## src/rtl/cp0_timer_irq_unit.sv

```systemverilog
// CP0 coprocessor for the MIPS pipeline, MEM stage.
// Holds SR, Cause, EPC, PrID, BadVAddr and the Count/Compare timer. External
// interrupt lines are level-sampled or rising-edge latched, per line, and the
// unit raises one combined interrupt/exception request for the flush/redirect
// logic.

module cp0_timer_irq_unit #(
    parameter int          NUM_HWINT  = 6,
    parameter logic [5:0]  EDGE_MASK  = 6'b000000,
    parameter int          TIMER_LINE = 5,
    parameter logic [31:0] PRID       = 32'h0000_0001
) (
    input  logic                 clk,
    input  logic                 reset,
    input  logic [4:0]           rd_addr,
    input  logic [4:0]           wr_addr,
    input  logic [31:0]          wr_data,
    input  logic                 we,
    input  logic [31:0]          pc,
    input  logic                 bd,
    input  logic [4:0]           exc_code,
    input  logic [31:0]          bad_vaddr_in,
    input  logic                 eret,
    input  logic [NUM_HWINT-1:0] hw_int,
    output logic                 int_exc_req,
    output logic [31:0]          epc,
    output logic [31:0]          rd_data,
    output logic                 timer_irq
);

    // Lines that physically exist; IP/IM bits outside this set are held at 0.
    localparam logic [6:0] LINE_MASK_W = (7'd1 << NUM_HWINT) - 7'd1;
    localparam logic [5:0] LINE_MASK   = LINE_MASK_W[5:0];
    localparam logic [5:0] TIMER_BIT   = 6'd1 << TIMER_LINE;
    localparam logic [5:0] EDGE_LINES  = EDGE_MASK & LINE_MASK;

    localparam logic [4:0] ADDR_BADVADDR = 5'd8;
    localparam logic [4:0] ADDR_COUNT    = 5'd9;
    localparam logic [4:0] ADDR_COMPARE  = 5'd11;
    localparam logic [4:0] ADDR_SR       = 5'd12;
    localparam logic [4:0] ADDR_CAUSE    = 5'd13;
    localparam logic [4:0] ADDR_EPC      = 5'd14;
    localparam logic [4:0] ADDR_PRID     = 5'd15;

    logic [5:0]  imQ, imD;
    logic        exlQ, exlD;
    logic        ieQ, ieD;
    logic        bdQ, bdD;
    logic [4:0]  excCodeQ, excCodeD;
    logic [31:0] epcQ, epcD;
    logic [31:0] badVAddrQ, badVAddrD;
    logic [31:0] countQ, countD;
    logic [31:0] compareQ, compareD;
    logic        pendingQ, pendingD;
    logic [5:0]  levelQ, levelD;
    logic [5:0]  edgeLatQ, edgeLatD;
    logic [5:0]  hwPrevQ, hwPrevD;

    logic [5:0]  hwPad;
    logic [5:0]  ipEff;
    logic        intReq;
    logic        excReq;
    logic        wrOk;
    logic        wrSr, wrCause, wrEpc, wrCount, wrCompare;
    logic [5:0]  causeClear;

    // Widen the external lines to the full six-bit IP field and form the pending view.
    always_comb begin
        hwPad                  = '0;
        hwPad[NUM_HWINT-1:0]   = hw_int;
        ipEff = (((EDGE_LINES & edgeLatQ) | (~EDGE_LINES & levelQ))
                 | (pendingQ ? TIMER_BIT : 6'd0)) & LINE_MASK;
    end

    // Request generation; a flushed mtc0 must not touch any register.
    always_comb begin
        intReq      = ieQ & ~exlQ & (|(imQ & ipEff));
        excReq      = (exc_code != 5'd0) & ~exlQ;
        int_exc_req = intReq | excReq;
        wrOk        = we & ~int_exc_req;
        wrSr        = wrOk & (wr_addr == ADDR_SR);
        wrCause     = wrOk & (wr_addr == ADDR_CAUSE);
        wrEpc       = wrOk & (wr_addr == ADDR_EPC);
        wrCount     = wrOk & (wr_addr == ADDR_COUNT);
        wrCompare   = wrOk & (wr_addr == ADDR_COMPARE);
    end

    // Interrupt line sampling; a new rising edge beats a software clear in the same cycle.
    always_comb begin
        causeClear = wrCause ? ~wr_data[15:10] : 6'd0;
        levelD     = hwPad & LINE_MASK;
        hwPrevD    = hwPad;
        edgeLatD   = ((edgeLatQ & ~causeClear) | (hwPad & ~hwPrevQ)) & EDGE_LINES;
    end

    // Free-running Count and the Compare match flag; a Compare write always clears the flag.
    always_comb begin
        countD   = wrCount ? wr_data : countQ + 32'd1;
        compareD = wrCompare ? wr_data : compareQ;
        if (wrCompare) begin
            pendingD = 1'b0;
        end else begin
            pendingD = pendingQ | (countQ == compareQ);
        end
    end

    // Status/Cause/EPC next state: taking a request overrides software writes and eret.
    always_comb begin
        imD       = imQ;
        exlD      = exlQ;
        ieD       = ieQ;
        bdD       = bdQ;
        excCodeD  = excCodeQ;
        epcD      = epcQ;
        badVAddrD = badVAddrQ;
        if (int_exc_req) begin
            exlD     = 1'b1;
            bdD      = bd;
            epcD     = bd ? (pc - 32'd4) : pc;
            excCodeD = intReq ? 5'd0 : exc_code;
            if (!intReq && ((exc_code == 5'd4) || (exc_code == 5'd5))) begin
                badVAddrD = bad_vaddr_in;
            end
        end else begin
            if (wrSr) begin
                imD  = wr_data[15:10] & LINE_MASK;
                exlD = wr_data[1];
                ieD  = wr_data[0];
            end
            if (wrEpc) begin
                epcD = wr_data;
            end
            if (eret) begin
                exlD = 1'b0;
            end
        end
    end

    // State registers with synchronous reset to the all-clear state.
    always_ff @(posedge clk) begin
        if (reset) begin
            imQ       <= '0;
            exlQ      <= 1'b0;
            ieQ       <= 1'b0;
            bdQ       <= 1'b0;
            excCodeQ  <= '0;
            epcQ      <= '0;
            badVAddrQ <= '0;
            countQ    <= '0;
            compareQ  <= '0;
            pendingQ  <= 1'b0;
            levelQ    <= '0;
            edgeLatQ  <= '0;
            hwPrevQ   <= '0;
        end else begin
            imQ       <= imD;
            exlQ      <= exlD;
            ieQ       <= ieD;
            bdQ       <= bdD;
            excCodeQ  <= excCodeD;
            epcQ      <= epcD;
            badVAddrQ <= badVAddrD;
            countQ    <= countD;
            compareQ  <= compareD;
            pendingQ  <= pendingD;
            levelQ    <= levelD;
            edgeLatQ  <= edgeLatD;
            hwPrevQ   <= hwPrevD;
        end
    end

    // mfc0 read mux; unmapped numbers read as zero.
    always_comb begin
        rd_data = 32'd0;
        case (rd_addr)
            ADDR_BADVADDR: rd_data = badVAddrQ;
            ADDR_COUNT:    rd_data = countQ;
            ADDR_COMPARE:  rd_data = compareQ;
            ADDR_SR:       rd_data = {16'd0, imQ, 8'd0, exlQ, ieQ};
            ADDR_CAUSE:    rd_data = {bdQ, 15'd0, ipEff, 3'd0, excCodeQ, 2'd0};
            ADDR_EPC:      rd_data = epcQ;
            ADDR_PRID:     rd_data = PRID;
            default:       rd_data = 32'd0;
        endcase
    end

    assign epc       = epcQ;
    assign timer_irq = pendingQ;

endmodule

```

## config.mk

```make
export PLATFORM = sky130hd
export DESIGN_NAME = cp0_timer_irq_unit
export DESIGN_NICKNAME = d
export VERILOG_FILES = /design/src/rtl/cp0_timer_irq_unit.sv
export SDC_FILE = /design/constraint.sdc
export NUM_CORES = 1
export LEC_CHECK = 0
export CAP_MARGIN = 20
export CORE_MARGIN = 8
export CORE_UTILIZATION = 40
export CTS_CLUSTER_DIAMETER = 40
export DETAILED_ROUTE_END_ITERATION = 16
export PLACE_DENSITY = 0.73
export SETUP_SLACK_MARGIN = 0.4
export SLEW_MARGIN = 5
export SYNTH_ARGS = -nofsm -noshare
export SYNTH_HDL_FRONTEND = slang
export SYNTH_SLANG_ARGS = --single-unit
```

## constraint.sdc

```tcl
create_clock -name clk -period 2.4 [get_ports clk]
set_input_delay 0.24 -clock clk [delete_from_list [all_inputs] [get_ports clk]]
set_output_delay 0.24 -clock clk [all_outputs]
set_load 0.005 [all_outputs]
```

Word-level counts from Yosys, hierarchy flattened
Index checks and enable logic that the tools add are counted.
- register bits: 149
- bits of input ports: 122
- add/subtract/negate cells: 2
- equality and inequality tests: 14
- mux-type cells: 10
- bitwise gates (word level): 14
- reduce and logical (&&, ||, !) cells: 10
- operators by type and width (operator ; number):
    $pmux W32 S7 ; 1
    $mux W32 ; 4
    $eq A5 B4 Y1 const B ; 11
    $add A32 B1 Y32 const B ; 1
    $eq A32 B32 Y1 ; 1
    $sub A32 B3 Y32 const B ; 1
    $eq A5 B3 Y1 const B ; 2
    $and A1 B1 Y1 ; 8
    $and A6 B6 Y6 ; 1
    $mux W6 ; 1
    $or A6 B6 Y6 ; 1
    $reduce_or A6 Y1 ; 1
    $mux W5 ; 1
    $reduce_bool A5 Y1 ; 1
    $reduce_and A2 Y1 ; 2
    $mux W1 ; 3
    $reduce_bool A3 Y1 ; 1
    $not A1 Y1 ; 2
    $or A1 B1 Y1 ; 2
    $reduce_bool A2 Y1 ; 1
    $reduce_or A2 Y1 ; 1
    $logic_and A1 B1 Y1 ; 1
    $logic_not A1 Y1 ; 1
    $logic_or A1 B1 Y1 ; 1

Depth between registers and ports, before layout
- word-level depth: 12
- mapped depth: 8
- depth with buffers taken out: 7

Worst setup path after synthesis
OpenSTA, ideal clock, no wires.
- path type: input to register
- from: in pc[15]
- to: reg epcQ[31] (netlist: epc[31])
- setup time: 0.120 ns
- arrival time: 1.939 ns
- path slack: 0.341 ns
- cell stages on the path: 6
- cell sequence: or4_1 -> buf_2 -> nor4_4 -> nand3_1 -> o31a_1 -> o31a_1
- longest elaborated chain between the ends: 3
- ends and longest elaborated chain (element ; line ; source):
    start: declaration ; 19 ; input logic [31:0] pc,
    $sub A32 B3 Y32 ; 119 ; epcD = bd ? (pc - 32'd4) : pc;
    $mux W32 ; 119 ;
    $mux W32 ; 116 ; if (int_exc_req) begin
    end signal: assignment ; 161 ; epcQ <= epcD;
    end: declaration ; 50 ; logic [31:0] epcQ, epcD;
No other way between the ends.
A chain may end at the register's enable or synchronous reset.

Worst setup path after layout
- from: reg imQ[2]
- to: reg countQ[1]
- longest elaborated chain between the ends: 8
- ends and longest elaborated chain (element ; line ; source):
    start: declaration ; 45 ; logic [5:0] imQ, imD;
    start signal: assignment ; 156 ; imQ <= imD;
    $and A6 B6 Y6 ; 77 ; intReq = ieQ & ~exlQ & (|(imQ & ipEff));
    $reduce_or A6 Y1 ; 77 ;
    $and A1 B1 Y1 ; 77 ;
    $or A1 B1 Y1 ; 79 ; int_exc_req = intReq | excReq;
    $not A1 Y1 (no line) ; n/a ;
    $and A1 B1 Y1 ; 80 ; wrOk = we & ~int_exc_req;
    $and A1 B1 Y1 ; 84 ; wrCount = wrOk & (wr_addr == ADDR_COUNT);
    $mux W32 ; 98 ; countD = wrCount ? wr_data : countQ + 32'd1;
    end signal: assignment ; 163 ; countQ <= countD;
    end: declaration ; 52 ; logic [31:0] countQ, countD;
No other way between the ends.

==> results by stage <==
Outcome:
- The flow ran to the end, and the final reports show no timing, DRC or antenna violations.

STA:
- Final hold analysis gives a worst-case slack of 0.269 ns.
- The relative slew slack is 61.2%.
- Setup violations remaining at the end of the flow were counted as 0.
- The fmax is 440 MHz.
- Setup slack closes at 0.128 ns.
- The final number of hold-violating endpoints is 0.
- The clock arrives with 0.00868 ns of skew.
- The final critical-path share of the clock period is 94.7%.
- Setup repair after global routing could not meet its margin everywhere.
- The setup TNS after final layout is 0 ns.
- The number of max-slew violations in the final report is 0.
- The transition time at the pin with the least slew margin is 0.578 ns.
- The minimum period implied by the final worst setup slack is 2.27 ns.

Floorplan:
- The standard-cell row count is 51.
- The initial utilization of the core area, before any placement, comes to 40.6%.
- The vertical extent of the die is 156 microns.
- The die is 156 microns wide.
- The area of the core region is 19400 sq um.
- The overall die area is 24500 sq um.
- For this design the top-level I/O count stands at 188.

CTS:
- The clock tree from TritonCTS is yes.
- CTS placed an instance of clkbuf_16 at the clock tree root.
- The clock buffer count from CTS is 17.
- The clock sink count is 149.
- The later pin in the worst-skew pair is clocked with a latency of 0.43 ns.
- The deepest level of the CTS H-tree is 4.
- The maximum buffer depth of the clock tree is 2.
- The register clock-pin slew on the reported worst setup and hold paths is 0.06 ns.

Job:
- Max-cap violations in this run came to 0.

GRT:
- The number of global-route vias before repair is 7960.
- The remaining global-route overflow is 0.
- For this run, global-route usage on met2 was measured as 38.0%.
- The maximum number of pins on one net before global-route repair is 52.
- The number of antenna violations at the first check in global routing is 0.
- In this run the most used layer during global routing was met2.
- The global-route wire length before repair is 45.9 mm.
- The total global routing track utilization is 24.5%.
- The met1 track demand over resource is 31.1%.
- The met3 global-route usage is 6.26%.

Route:
- The routed via count is 8237.
- After detailed routing, the number of remaining DRC violations is 0.
- The total wire length is 31.3 mm.
- The total iterations of the first detailed-routing run is 9.
- After the first detailed-routing iteration, the DRC count stood at 838.
- Dividing the detail-routed wire length by the instance count gives 21.8 microns.
- The post-route antenna net violation count is 0.
- The via count normalized by instance count is 5.75.

Final layout:
- The layout cell share with drive strength beyond 1 is 22.4%.
- The number of antenna diodes in the final layout is 0.
- The register area is 2980 sq um.
- Counting the fill cells in the layout gives 1507.
- The net total in the final layout is 1281.
- The cell area after layout is 12200 sq um.
- In the final layout, the multi-input gates occupy 5080 sq um.
- The area added between synthesis and finish is 54.2%.

Yosys:
- The portion of the post-synthesis area used by sequential elements is 37.8%.
- The cell area that synthesis handed to floorplanning was 7880 sq um.
- The post-synth net total is 1019.
- The per-instance average area after synthesis is 8.81 sq um.
- The flip-flop and latch count after synthesis is 149.
- The unique cell type count in the Yosys netlist is 51.
- The post-synthesis instance total is 895.
- The number of synthesis warnings is 0.

Place:
- The routability congestion estimate from global placement is 0.956.
- The detailed placer's ending HPWL is 21.8 mm.
- The worst slack after detailed placement is -0.130 ns.
- After detailed placement, the total cell area comes to 10700 sq um.
- The count of input and output buffers is 187.

Power:
- Power spread over the standard cell area amounts to 513 nW/um^2.
- The worst-case IR drop observed on VDD is 373 uV.
- The static leakage is 4.36 nW.

Min path:
- The path class of the tightest hold or removal check is in2reg.

Critical path:
- The highest net fanout along the worst path is 8.
- The kind of end point of the critical path is a flip-flop.
- The setup slack of the worst register-to-register path is 0.13 ns.
- The worst setup path is of the reg2reg kind.
- The startpoint type of the worst setup path is a flip-flop.
- STA puts the critical path data required time at 2.71 ns.
- Data on the critical path arrives at its endpoint at 2.58 ns.
## layout make-up
cell class / instances / share of cell area [%]
clock buffers: 21 / 3.95
well taps: 265 / 2.73
multi-input cells: 672 / 41.8
flip-flops and latches: 149 / 24.6
repair buffers: 307 / 25.8
inverters: 10 / 0.330
clock inverters: 9 / 0.834
## stage by stage
step / std cells / utilization (%) / total power, mW
after floorplan: 895 / - / 2.98
after global placement: 1368 / 55.2 / 3.56
after detailed placement: 1368 / 55.2 / 3.56
after CTS: 1427 / 61.0 / 6.20
after global routing: 1433 / 62.6 / 6.43
final: 1433 / 62.6 / 6.24
## where the power goes
part           switching, mW  total (mW)  internal, mW  leakage, nW
clock                   1.03        2.65          1.62        0.291
sequential            0.0861        2.65          2.56         1.21
combinational          0.433       0.940         0.506         2.85
total                   1.55        6.24          4.69         4.36
## synth_stat cells, drive strengths merged
master	instances	share of area, %
inv	9	0.43
nor4b	2	0.49
or4	3	0.30
and3	2	0.16
and4	5	0.56
nor2	142	6.8
nand2	41	2.0
ha	2	0.32
a211oi	47	4.5
o31a	2	0.22
a311oi	4	0.44
dfxtp	149	38
a21o	12	1.1
nor3b	2	0.25
nand3	22	1.5
or2	1	0.079
nor3	26	1.8
clkbuf	45	2.1
and3b	1	0.11
o21ai	5	0.32
buf	19	1.1
mux2	3	0.43
mux2i	106	13
nor4	13	1.3
clkinv	1	0.048
xor2	21	2.3
nand2b	2	0.16
o41a	1	0.14
nand4	22	1.7
a22oi	61	5.8
o21a	2	0.19
and2	4	0.32
nor4bb	1	0.13
a21boi	1	0.095
a221o	1	0.13
nand4b	2	0.22
or3	6	0.51
xnor2	64	7.1
nor2b	12	0.95
nand3b	2	0.19
a21oi	21	1.3
a222oi	8	1.0
## kinds of logic (layout without fill, tap and decap cells)
| logic type | count (synthesis) | after routing | share of synthesized area [%] |
|---|---|---|---|
| AND/OR/NAND/NOR | 311 | 311 | 19.4 |
| multiplexers | 109 | 109 | 13.9 |
| XOR/XNOR | 85 | 85 | 9.45 |
| adder cells (fa/ha/maj) | 2 | 2 | 0.317 |
| flip-flops | 149 | 149 | 37.8 |
| AO/OA/AOI/OAI | 165 | 165 | 15.3 |
| buffers and inverters | 74 | 347 | 3.75 |
## what timing repair did
item,4_1_cts,5_1_grt
buffers inserted,23,4
hold buffers,0,0
hold endpoints to repair,0,0
cloned,6,2
endpoints found under the setup margin,147,141
resized for setup,166,80
pin swaps,25,16
## cell usage in the layout, fill, tap and decap left out, types with 8 or more instances in the layout
cell and instances:
dfxtp_1 148, buf_2 15, nor3_1 22, nor4_1 9
a21o_1 12, clkdlybuf4s50_1 148, a222oi_1 8, nand2_1 41
nor2_4 25, inv_1 8, nor2_1 115, a22oi_1 60
a211oi_2 24, nor2b_1 12, buf_12 19, nand4_1 22
a211oi_1 23, xor2_1 19, nand3_1 20, buf_4 73
clkbuf_16 19, clkdlybuf4s15_1 11, mux2i_1 106, xnor2_1 63
buf_6 19, a21oi_1 19
## flip-flops by register name, summed over array words and instances, names as in the netlist
register / count
badVAddrQ: 32
compareQ: 32
countQ: 32
epc: 32
imQ: 6
levelQ: 6
excCodeQ: 5
bdQ: 1
exlQ: 1
ieQ: 1
timer_irq: 1
## critical path, stage by stage, from the launching register on
cell,delay (ns)
dfxtp_2,0.33
a222oi_1,0.37
buf_4,0.20
a311oi_4,0.12
buf_6,0.17
or3_4,0.40
buf_6,0.15
buf_12,0.14
mux2i_1,0.20
nor2_1,0.07
## path summary, 6_finish.rpt
check                                             endpoint  cells after the start                 from
worst max-delay path                  countQ[1]$_SDFF_PP0_                      9  imQ[2]$_SDFFE_PP0P_
worst min-delay path            badVAddrQ[25]$_SDFFE_PP0P_                      2                reset
worst max register to register        countQ[1]$_SDFF_PP0_                      9  imQ[2]$_SDFFE_PP0P_
worst min register to register            bdQ$_SDFFE_PP0N_                      2     bdQ$_SDFFE_PP0N_
## routing by layer
layer	vias to the layer above	wire length, microns
li1	3772	-
met2	458	14400
met5	-	0
met4	0	1330
met1	3917	12600
met3	90	2970
No activity file was read; power rests on OpenSTA's default activity.
